==> config.mk <==
export PLATFORM = sky130hd
export DESIGN_NAME = occupancy_tracker
export DESIGN_NICKNAME = d
export VERILOG_FILES = /design/src/rtl/occupancy_tracker.sv
export SDC_FILE = /design/constraint.sdc
export NUM_CORES = 1
export LEC_CHECK = 0
export CORE_MARGIN = 8
export CORE_UTILIZATION = 59
export DETAILED_ROUTE_END_ITERATION = 10
export PLACE_DENSITY = 0.8
export SLEW_MARGIN = 30
export SYNTH_ARGS = -nofsm -noshare
export SYNTH_HDL_FRONTEND = slang
export SYNTH_SLANG_ARGS = --single-unit
==> constraint.sdc <==
create_clock -name clk -period 3.3 [get_ports clk]
set_input_delay 0.66 -clock clk [delete_from_list [all_inputs] [get_ports clk]]
set_output_delay 0.66 -clock clk [all_outputs]
set_load 0.02 [all_outputs]
==> src/rtl/occupancy_tracker.sv <==
// -----------------------------------------------------------------------------
// occupancy_tracker
//
// Consumes the one-cycle event strobes of the pass-detection state machine and
// maintains the room occupancy. It does four things:
//   - keeps a saturating occupancy count, in binary and as two BCD digits,
//   - latches a BCD snapshot and holds it for a timed status display,
//   - watches every pass sequence with a timeout watchdog,
//   - raises sticky error flags for over/underflow and stuck passes.
//
// Parameters
//   MAX_COUNT    saturation limit of the count (1..99)
//   SHOW_CYCLES  length of the status display hold in clock cycles (>= 1)
//   TIMEOUT      pass watchdog limit in clock cycles (>= 1)
//
// Ports
//   clk          system clock, all state changes on the rising edge
//   rst_n        asynchronous active-low reset
//   increment    pass-in strobe (rising edge counts)
//   decrement    pass-out strobe (rising edge counts)
//   showstat     status display request (rising edge counts)
//   seq_start    pass sequence start (rising edge arms the watchdog)
//   gradestop    high while the sensors are quiet; ends an armed pass
//   clr          synchronous clear of count, BCD digits and sticky flags
//   count        binary occupancy count
//   bcd_tens     tens digit of count
//   bcd_ones     ones digit of count
//   full         count == MAX_COUNT
//   empty        count == 0
//   ovf_err      sticky: increment requested while full
//   unf_err      sticky: decrement requested while empty
//   show_active  status display hold running
//   show_tens    latched tens digit for the display
//   show_ones    latched ones digit for the display
//   stuck        sticky: pass watchdog expired
// -----------------------------------------------------------------------------
module occupancy_tracker #(
  parameter int MAX_COUNT   = 99,
  parameter int SHOW_CYCLES = 50000000,
  parameter int TIMEOUT     = 100000000
) (
  input  logic       clk,
  input  logic       rst_n,
  input  logic       increment,
  input  logic       decrement,
  input  logic       showstat,
  input  logic       seq_start,
  input  logic       gradestop,
  input  logic       clr,
  output logic [6:0] count,
  output logic [3:0] bcd_tens,
  output logic [3:0] bcd_ones,
  output logic       full,
  output logic       empty,
  output logic       ovf_err,
  output logic       unf_err,
  output logic       show_active,
  output logic [3:0] show_tens,
  output logic [3:0] show_ones,
  output logic       stuck
);

  // Timer widths sized so the load value itself fits.
  localparam int SHOW_W = $clog2(SHOW_CYCLES + 1);
  localparam int TO_W   = $clog2(TIMEOUT + 1);

  localparam logic [6:0]        MAX_C     = 7'(MAX_COUNT);
  localparam logic [SHOW_W-1:0] SHOW_LOAD = SHOW_W'(SHOW_CYCLES);
  localparam logic [SHOW_W-1:0] SHOW_ONE  = SHOW_W'(1);
  localparam logic [TO_W-1:0]   TO_LOAD   = TO_W'(TIMEOUT);
  localparam logic [TO_W-1:0]   TO_ONE    = TO_W'(1);

  typedef enum logic {
    WD_IDLE  = 1'b0,
    WD_ARMED = 1'b1
  } wd_state_t;

  // ---------------------------------------------------------------------------
  // State
  // ---------------------------------------------------------------------------
  logic              inc_q, dec_q, show_q, seq_q;
  logic              inc_ev, dec_ev, show_ev, seq_ev;

  logic [6:0]        count_q, count_d;
  logic [3:0]        tens_q, tens_d;
  logic [3:0]        ones_q, ones_d;
  logic              ovf_q, ovf_d;
  logic              unf_q, unf_d;

  logic [SHOW_W-1:0] show_tmr_q, show_tmr_d;
  logic [3:0]        snap_tens_q, snap_tens_d;
  logic [3:0]        snap_ones_q, snap_ones_d;

  wd_state_t         wd_state_q;
  logic [TO_W-1:0]   wd_cnt_q;
  logic              stuck_q;

  // ---------------------------------------------------------------------------
  // Rising-edge detection. The registered copies reset to 0, so an input that
  // is already high in the first cycle after reset still produces one event.
  // ---------------------------------------------------------------------------
  assign inc_ev  = increment & ~inc_q;
  assign dec_ev  = decrement & ~dec_q;
  assign show_ev = showstat  & ~show_q;
  assign seq_ev  = seq_start & ~seq_q;

  always_ff @(posedge clk or negedge rst_n) begin
    if (!rst_n) begin
      inc_q  <= 1'b0;
      dec_q  <= 1'b0;
      show_q <= 1'b0;
      seq_q  <= 1'b0;
    end else begin
      inc_q  <= increment;
      dec_q  <= decrement;
      show_q <= showstat;
      seq_q  <= seq_start;
    end
  end

  // ---------------------------------------------------------------------------
  // Count and BCD digits. The digits are counted alongside the binary value
  // (carry on 9->0, borrow on 0->9) so no divider is needed; the two always
  // move together, keeping tens*10 + ones == count.
  // ---------------------------------------------------------------------------
  always_comb begin
    count_d = count_q;
    tens_d  = tens_q;
    ones_d  = ones_q;
    ovf_d   = ovf_q;
    unf_d   = unf_q;
    if (clr) begin
      count_d = 7'd0;
      tens_d  = 4'd0;
      ones_d  = 4'd0;
      ovf_d   = 1'b0;
      unf_d   = 1'b0;
    end else if (inc_ev && dec_ev) begin
      // One person in and one out in the same cycle: net zero, no error.
      count_d = count_q;
    end else if (inc_ev) begin
      if (count_q < MAX_C) begin
        count_d = count_q + 7'd1;
        if (ones_q == 4'd9) begin
          ones_d = 4'd0;
          tens_d = tens_q + 4'd1;
        end else begin
          ones_d = ones_q + 4'd1;
        end
      end else begin
        ovf_d = 1'b1;
      end
    end else if (dec_ev) begin
      if (count_q != 7'd0) begin
        count_d = count_q - 7'd1;
        if (ones_q == 4'd0) begin
          ones_d = 4'd9;
          tens_d = tens_q - 4'd1;
        end else begin
          ones_d = ones_q - 4'd1;
        end
      end else begin
        unf_d = 1'b1;
      end
    end
  end

  always_ff @(posedge clk or negedge rst_n) begin
    if (!rst_n) begin
      count_q <= 7'd0;
      tens_q  <= 4'd0;
      ones_q  <= 4'd0;
      ovf_q   <= 1'b0;
      unf_q   <= 1'b0;
    end else begin
      count_q <= count_d;
      tens_q  <= tens_d;
      ones_q  <= ones_d;
      ovf_q   <= ovf_d;
      unf_q   <= unf_d;
    end
  end

  // ---------------------------------------------------------------------------
  // Status display hold. The snapshot is taken from the next-state digits so a
  // count change in the same cycle as the request is already included. clr
  // deliberately leaves the running display alone.
  // ---------------------------------------------------------------------------
  always_comb begin
    show_tmr_d  = show_tmr_q;
    snap_tens_d = snap_tens_q;
    snap_ones_d = snap_ones_q;
    if (show_ev) begin
      show_tmr_d  = SHOW_LOAD;
      snap_tens_d = tens_d;
      snap_ones_d = ones_d;
    end else if (show_tmr_q != '0) begin
      show_tmr_d = show_tmr_q - SHOW_ONE;
    end
  end

  always_ff @(posedge clk or negedge rst_n) begin
    if (!rst_n) begin
      show_tmr_q  <= '0;
      snap_tens_q <= 4'd0;
      snap_ones_q <= 4'd0;
    end else begin
      show_tmr_q  <= show_tmr_d;
      snap_tens_q <= snap_tens_d;
      snap_ones_q <= snap_ones_d;
    end
  end

  // ---------------------------------------------------------------------------
  // Pass watchdog. Loaded with TIMEOUT on the seq_start edge; with gradestop
  // low the counter reaches zero on the TIMEOUT-th following edge, which is
  // where stuck is raised. A quiet sensor pair (gradestop) ends the pass
  // cleanly and takes precedence over a re-arm in the same cycle.
  // ---------------------------------------------------------------------------
  always_ff @(posedge clk or negedge rst_n) begin
    if (!rst_n) begin
      wd_state_q <= WD_IDLE;
      wd_cnt_q   <= '0;
      stuck_q    <= 1'b0;
    end else begin
      case (wd_state_q)
        WD_IDLE: begin
          if (seq_ev) begin
            wd_cnt_q   <= TO_LOAD;
            wd_state_q <= WD_ARMED;
          end
        end
        WD_ARMED: begin
          if (gradestop) begin
            wd_cnt_q   <= '0;
            wd_state_q <= WD_IDLE;
          end else if (seq_ev) begin
            wd_cnt_q <= TO_LOAD;
          end else if (wd_cnt_q <= TO_ONE) begin
            wd_cnt_q   <= '0;
            wd_state_q <= WD_IDLE;
            stuck_q    <= 1'b1;
          end else begin
            wd_cnt_q <= wd_cnt_q - TO_ONE;
          end
        end
        default: begin
          wd_cnt_q   <= '0;
          wd_state_q <= WD_IDLE;
        end
      endcase
      // clr wins over an expiry landing in the same cycle.
      if (clr) begin
        stuck_q <= 1'b0;
      end
    end
  end

  // ---------------------------------------------------------------------------
  // Outputs
  // ---------------------------------------------------------------------------
  assign count       = count_q;
  assign bcd_tens    = tens_q;
  assign bcd_ones    = ones_q;
  assign full        = (count_q == MAX_C);
  assign empty       = (count_q == 7'd0);
  assign ovf_err     = ovf_q;
  assign unf_err     = unf_q;
  assign show_active = (show_tmr_q != '0);
  assign show_tens   = snap_tens_q;
  assign show_ones   = snap_ones_q;
  assign stuck       = stuck_q;

endmodule

==> run_summary.xml <==
<?xml version="1.0" encoding="UTF-8"?>
<metrics>
  <group name="final_layout">
    <metric name="insertedDiodeCount" unit="">0</metric>
    <metric name="layoutNonFillerInstCount" unit="">693</metric>
    <metric name="utilization" unit="%">69.1</metric>
    <metric name="post_route_cells_drive_above_1_share" unit="%">10.2</metric>
    <metric name="fin_area" unit="mm²">0.00568</metric>
    <metric name="final_nets" unit="">605</metric>
    <metric name="p_r_area_growth_vs_syn" unit="%">13.6</metric>
    <metric name="layout.cells.most_common" unit="">sky130_fd_sc_hd__dfrtp_1</metric>
    <metric name="most_frequent_cells_in_the_layout" unit="">sky130_fd_sc_hd__dfrtp_1 (84), sky130_fd_sc_hd__nor2_1 (48), sky130_fd_sc_hd__nand2_1 (40), sky130_fd_sc_hd__clkdlybuf4s50_1 (33), sky130_fd_sc_hd__a21oi_1 (31)</metric>
  </group>
  <group name="grt">
    <metric name="pin_count_of_the_biggest_net_entering_global_routing" unit="">85</metric>
    <metric name="grt_util_met2" unit="%">33.0</metric>
    <metric name="busiest_layer" unit="">met2</metric>
    <metric name="grt_pass1_wl" unit="µm">20200</metric>
    <metric name="grt_util_met1" unit="%">27.8</metric>
    <metric name="grt_util_all_layers" unit="%">20.9</metric>
    <metric name="first_global_vias" unit="">4246</metric>
    <metric name="use_met3" unit="%">3.09</metric>
    <metric name="total_overflow_reported_by_the_global_router" unit="">0</metric>
    <metric name="number_of_antenna_violations_at_the_first_check_in_global_routing" unit="">0</metric>
  </group>
  <group name="synthesis">
    <metric name="synth_area_leaders" unit="">sky130_fd_sc_hd__dfrtp_1 (42%), sky130_fd_sc_hd__nor2_1 (3.6%), sky130_fd_sc_hd__ha_1 (3.3%), sky130_fd_sc_hd__a21oi_1 (3.1%), sky130_fd_sc_hd__nand2_1 (3.0%)</metric>
    <metric name="synth-warning-count" unit="">0</metric>
    <metric name="synth_area_leader_cell" unit="">sky130_fd_sc_hd__dfrtp_1</metric>
    <metric name="synth.distinct_cells" unit="">76</metric>
    <metric name="ys_async_sr_fraction" unit="%">100</metric>
    <metric name="synth-edff-count" unit="">0</metric>
    <metric name="postSynth.topFlopCell" unit="">sky130_fd_sc_hd__dfrtp_1</metric>
    <metric name="cell_count_after_synthesis" unit="">545</metric>
    <metric name="synth_seq_cells" unit="">84</metric>
    <metric name="synth_sequential_area_ratio" unit="%">42.1</metric>
    <metric name="mappedNetlistNets" unit="">567</metric>
    <metric name="synth_area" unit="mm²">0.00500</metric>
    <metric name="synth_top_area_share" unit="%">42.1</metric>
    <metric name="syn_area_per_cell" unit="µm²">9.17</metric>
  </group>
  <group name="hold_path">
    <metric name="hp-class" unit="">input pin to asynchronous set/reset pin</metric>
  </group>
  <group name="critical_path">
    <metric name="critical_path.top_delay_family" unit="">simple AND/OR/NAND/NOR gates</metric>
    <metric name="regToRegEndpoint" unit="">wd_cnt_q[6]$_DFFE_PN0P_</metric>
    <metric name="timing.critical_path.to_type" unit="">output port</metric>
    <metric name="critPathBufInv" unit="">3</metric>
    <metric name="crit_arrival" unit="ns">2.47</metric>
    <metric name="worstRegToRegCells" unit="">5</metric>
    <metric name="crit_slowest_cell" unit="">sky130_fd_sc_hd__or3b_2</metric>
    <metric name="max_stage_delay" unit="ns">0.50</metric>
    <metric name="critPathMaxFanout" unit="">6</metric>
    <metric name="timing.critical_path.cells" unit="">inv_1 &gt; ha_1 &gt; or3b_2 &gt; nand4b_2 &gt; nor3_4 &gt; inv_2 &gt; dlygate4sd2_1</metric>
    <metric name="ff2ff_setup_slack" unit="ns">0.62</metric>
    <metric name="crit_path_start_kind" unit="">flop</metric>
    <metric name="reg2reg_from" unit="">wd_cnt_q[20]$_DFFE_PN0P_</metric>
    <metric name="crit_type" unit="">flop to output port</metric>
    <metric name="worst-endpoint-required" unit="ns">2.64</metric>
  </group>
  <group name="cts">
    <metric name="cts-root-buf" unit="">sky130_fd_sc_hd__clkbuf_8</metric>
    <metric name="count_of_h_tree_levels_built_during_cts" unit="">3</metric>
    <metric name="cts_tree" unit="">built</metric>
    <metric name="post-cts-setup-buffer-count" unit="">0</metric>
    <metric name="cts-hold-fix-buffers" unit="">0</metric>
    <metric name="cts_max_path_buffers" unit="">2</metric>
    <metric name="cts-buffers-inserted" unit="">9</metric>
    <metric name="cts_sinks" unit="">84</metric>
    <metric name="worst_skew_pair.late_latency" unit="ns">0.36</metric>
    <metric name="path_clk_slew" unit="ns">0.09</metric>
  </group>
  <group name="sta">
    <metric name="finalHoldViolCount" unit="">0</metric>
    <metric name="final.period_utilization" unit="%">94.8</metric>
    <metric name="drv_slew" unit="">0</metric>
    <metric name="timing.fmax" unit="GHz">0.320</metric>
    <metric name="worst_slew_margin_rel" unit="%">44.4</metric>
    <metric name="worst_slew_pin_slew" unit="ns">0.828</metric>
    <metric name="worst_clock_skew" unit="ns">0.0148</metric>
    <metric name="fin_hold_ws" unit="ns">0.338</metric>
    <metric name="setup_viol_count_final" unit="">0</metric>
    <metric name="timing.setup.tns" unit="ns">0</metric>
    <metric name="setup_slack_after_layout" unit="ns">0.171</metric>
    <metric name="timing.final.crit_period" unit="ns">3.13</metric>
    <metric name="setup_repair_after_global_routing_missed_its_margin" unit="">no</metric>
  </group>
  <group name="routing">
    <metric name="vias_per_cell" unit="">6.49</metric>
    <metric name="via_count" unit="">4498</metric>
    <metric name="antenna_viol_nets_final" unit="">0</metric>
    <metric name="avgRoutedWirePerCell" unit="µm">17.3</metric>
    <metric name="detailedRoute.firstPassIterationCount" unit="">5</metric>
    <metric name="drc" unit="">0</metric>
    <metric name="drt_first_iter_violations" unit="">279</metric>
    <metric name="postRouteWirelength" unit="µm">12000</metric>
  </group>
  <group name="place">
    <metric name="hpwlAfterDp" unit="µm">8420</metric>
    <metric name="gp_routability_congestion" unit="">0.979</metric>
    <metric name="dpl_cell_area" unit="mm²">0.00550</metric>
    <metric name="numPortBuffers" unit="">36</metric>
    <metric name="pre_cts_slack" unit="ns">0.211</metric>
    <metric name="placed_instance_count" unit="">677</metric>
  </group>
  <group name="die">
    <metric name="die_y" unit="µm">108</metric>
    <metric name="top_level_ports" unit="">37</metric>
    <metric name="floorplan.die.width" unit="µm">108</metric>
    <metric name="floorplan.initialDensity" unit="%">60.8</metric>
    <metric name="fp.dieArea" unit="mm²">0.0117</metric>
    <metric name="placement_rows" unit="">33</metric>
    <metric name="placeableCoreArea" unit="mm²">0.00822</metric>
  </group>
  <group name="power_and_ir_drop">
    <metric name="power-per-cell-area" unit="mW/mm²">629</metric>
    <metric name="totalPowerFinal" unit="mW">3.57</metric>
    <metric name="cellLeakagePower" unit="nW">2.27</metric>
    <metric name="power.ir.vdd_worst" unit="mV">0.349</metric>
  </group>
  <group name="status">
    <metric name="run_status" unit="">finished, final reports clean</metric>
  </group>
  <group name="job">
    <metric name="drv.max_cap_violation_count" unit="">0</metric>
  </group>
</metrics>
[worst max-delay path by stage]
stage	from	to	slack (ns)	depth (start not counted)
after floorplan	increment	count[6]$_DFFE_PN0P_	0.62	8
after global placement	increment	count[6]$_DFFE_PN0P_	0.30	9
after detailed placement	increment	count[6]$_DFFE_PN0P_	0.21	9
after CTS	count[1]$_DFFE_PN0P_	empty	0.08	4
after global routing	show_tmr_q[0]$_DFFE_PN0P_	show_active	0.06	7
final	show_tmr_q[0]$_DFFE_PN0P_	show_active	0.17	7
[power breakdown]
part	switching, mW	total [mW]	internal, mW
clock network	0.395	0.671	0.276
registers	0.284	1.51	1.23
logic	0.813	1.39	0.577
[cell usage after synthesis (6+ instances only)]
| cell type | instances |
|---|---|
| sky130_fd_sc_hd__dfrtp_1 | 84 |
| sky130_fd_sc_hd__nor2_1 | 48 |
| sky130_fd_sc_hd__nand2_1 | 40 |
| sky130_fd_sc_hd__a21oi_1 | 31 |
| sky130_fd_sc_hd__o21ai_0 | 26 |
| sky130_fd_sc_hd__nor3_1 | 20 |
| sky130_fd_sc_hd__nor4_1 | 19 |
| sky130_fd_sc_hd__clkbuf_1 | 18 |
| sky130_fd_sc_hd__inv_1 | 17 |
| sky130_fd_sc_hd__a31oi_1 | 16 |
| sky130_fd_sc_hd__o31ai_1 | 15 |
| sky130_fd_sc_hd__ha_1 | 13 |
| sky130_fd_sc_hd__nand3_1 | 13 |
| sky130_fd_sc_hd__or3_1 | 13 |
| sky130_fd_sc_hd__nand2b_1 | 12 |
| sky130_fd_sc_hd__or4_1 | 12 |
| sky130_fd_sc_hd__xnor2_1 | 11 |
| sky130_fd_sc_hd__nor2b_1 | 7 |
| sky130_fd_sc_hd__a211oi_1 | 6 |
| sky130_fd_sc_hd__or2_2 | 6 |
[registers in the layout, indices dropped and copies added, names as in the netlist, 4 cells and up]
name / flops
bcd_ones: 4
bcd_tens: 4
count: 7
show_ones: 4
show_tens: 4
show_tmr_q: 26
wd_cnt_q: 27
[worst reg2reg max path, stage by stage, from the launching register on]
cell and delay (ns):
sky130_fd_sc_hd__dfrtp_1 0.41, sky130_fd_sc_hd__nor4_1 0.56, sky130_fd_sc_hd__nand4_1 0.38, sky130_fd_sc_hd__o21ai_1 0.75, sky130_fd_sc_hd__o21ai_0 0.20, sky130_fd_sc_hd__a22o_1 0.27
[timing repair]
item | in CTS | in global routing
pin swaps | 0 | 1
gates resized for setup | 1 | 3
setup endpoints to repair | 1 | 2
gates cloned | 0 | 0
[routing by layer]
layer  vias up  wire length [µm]
met5         -                 0
met4         0               173
met3        18               763
met2       156              5750
met1      2184              5300
li1       2140                 -
[final cells by class]
cell class,count,area [µm²]
fillers,649,2540
clock inverters,7,50.0
clock buffers,9,124
repair buffers,53,490
well taps,105,131
multi-input cells,417,2710
inverters,18,67.6
flip-flops and latches,84,2100
[cell families after synthesis]
logic type	after synthesis	share of synthesized area [%]
xor+xnor	16	2.80
flops	84	42.1
buf+inv	44	3.78
simple gates	222	24.3
fa+ha+maj	14	3.65
mux	8	1.70
compound gates	157	21.7
No activity file was read; power rests on OpenSTA's default activity.
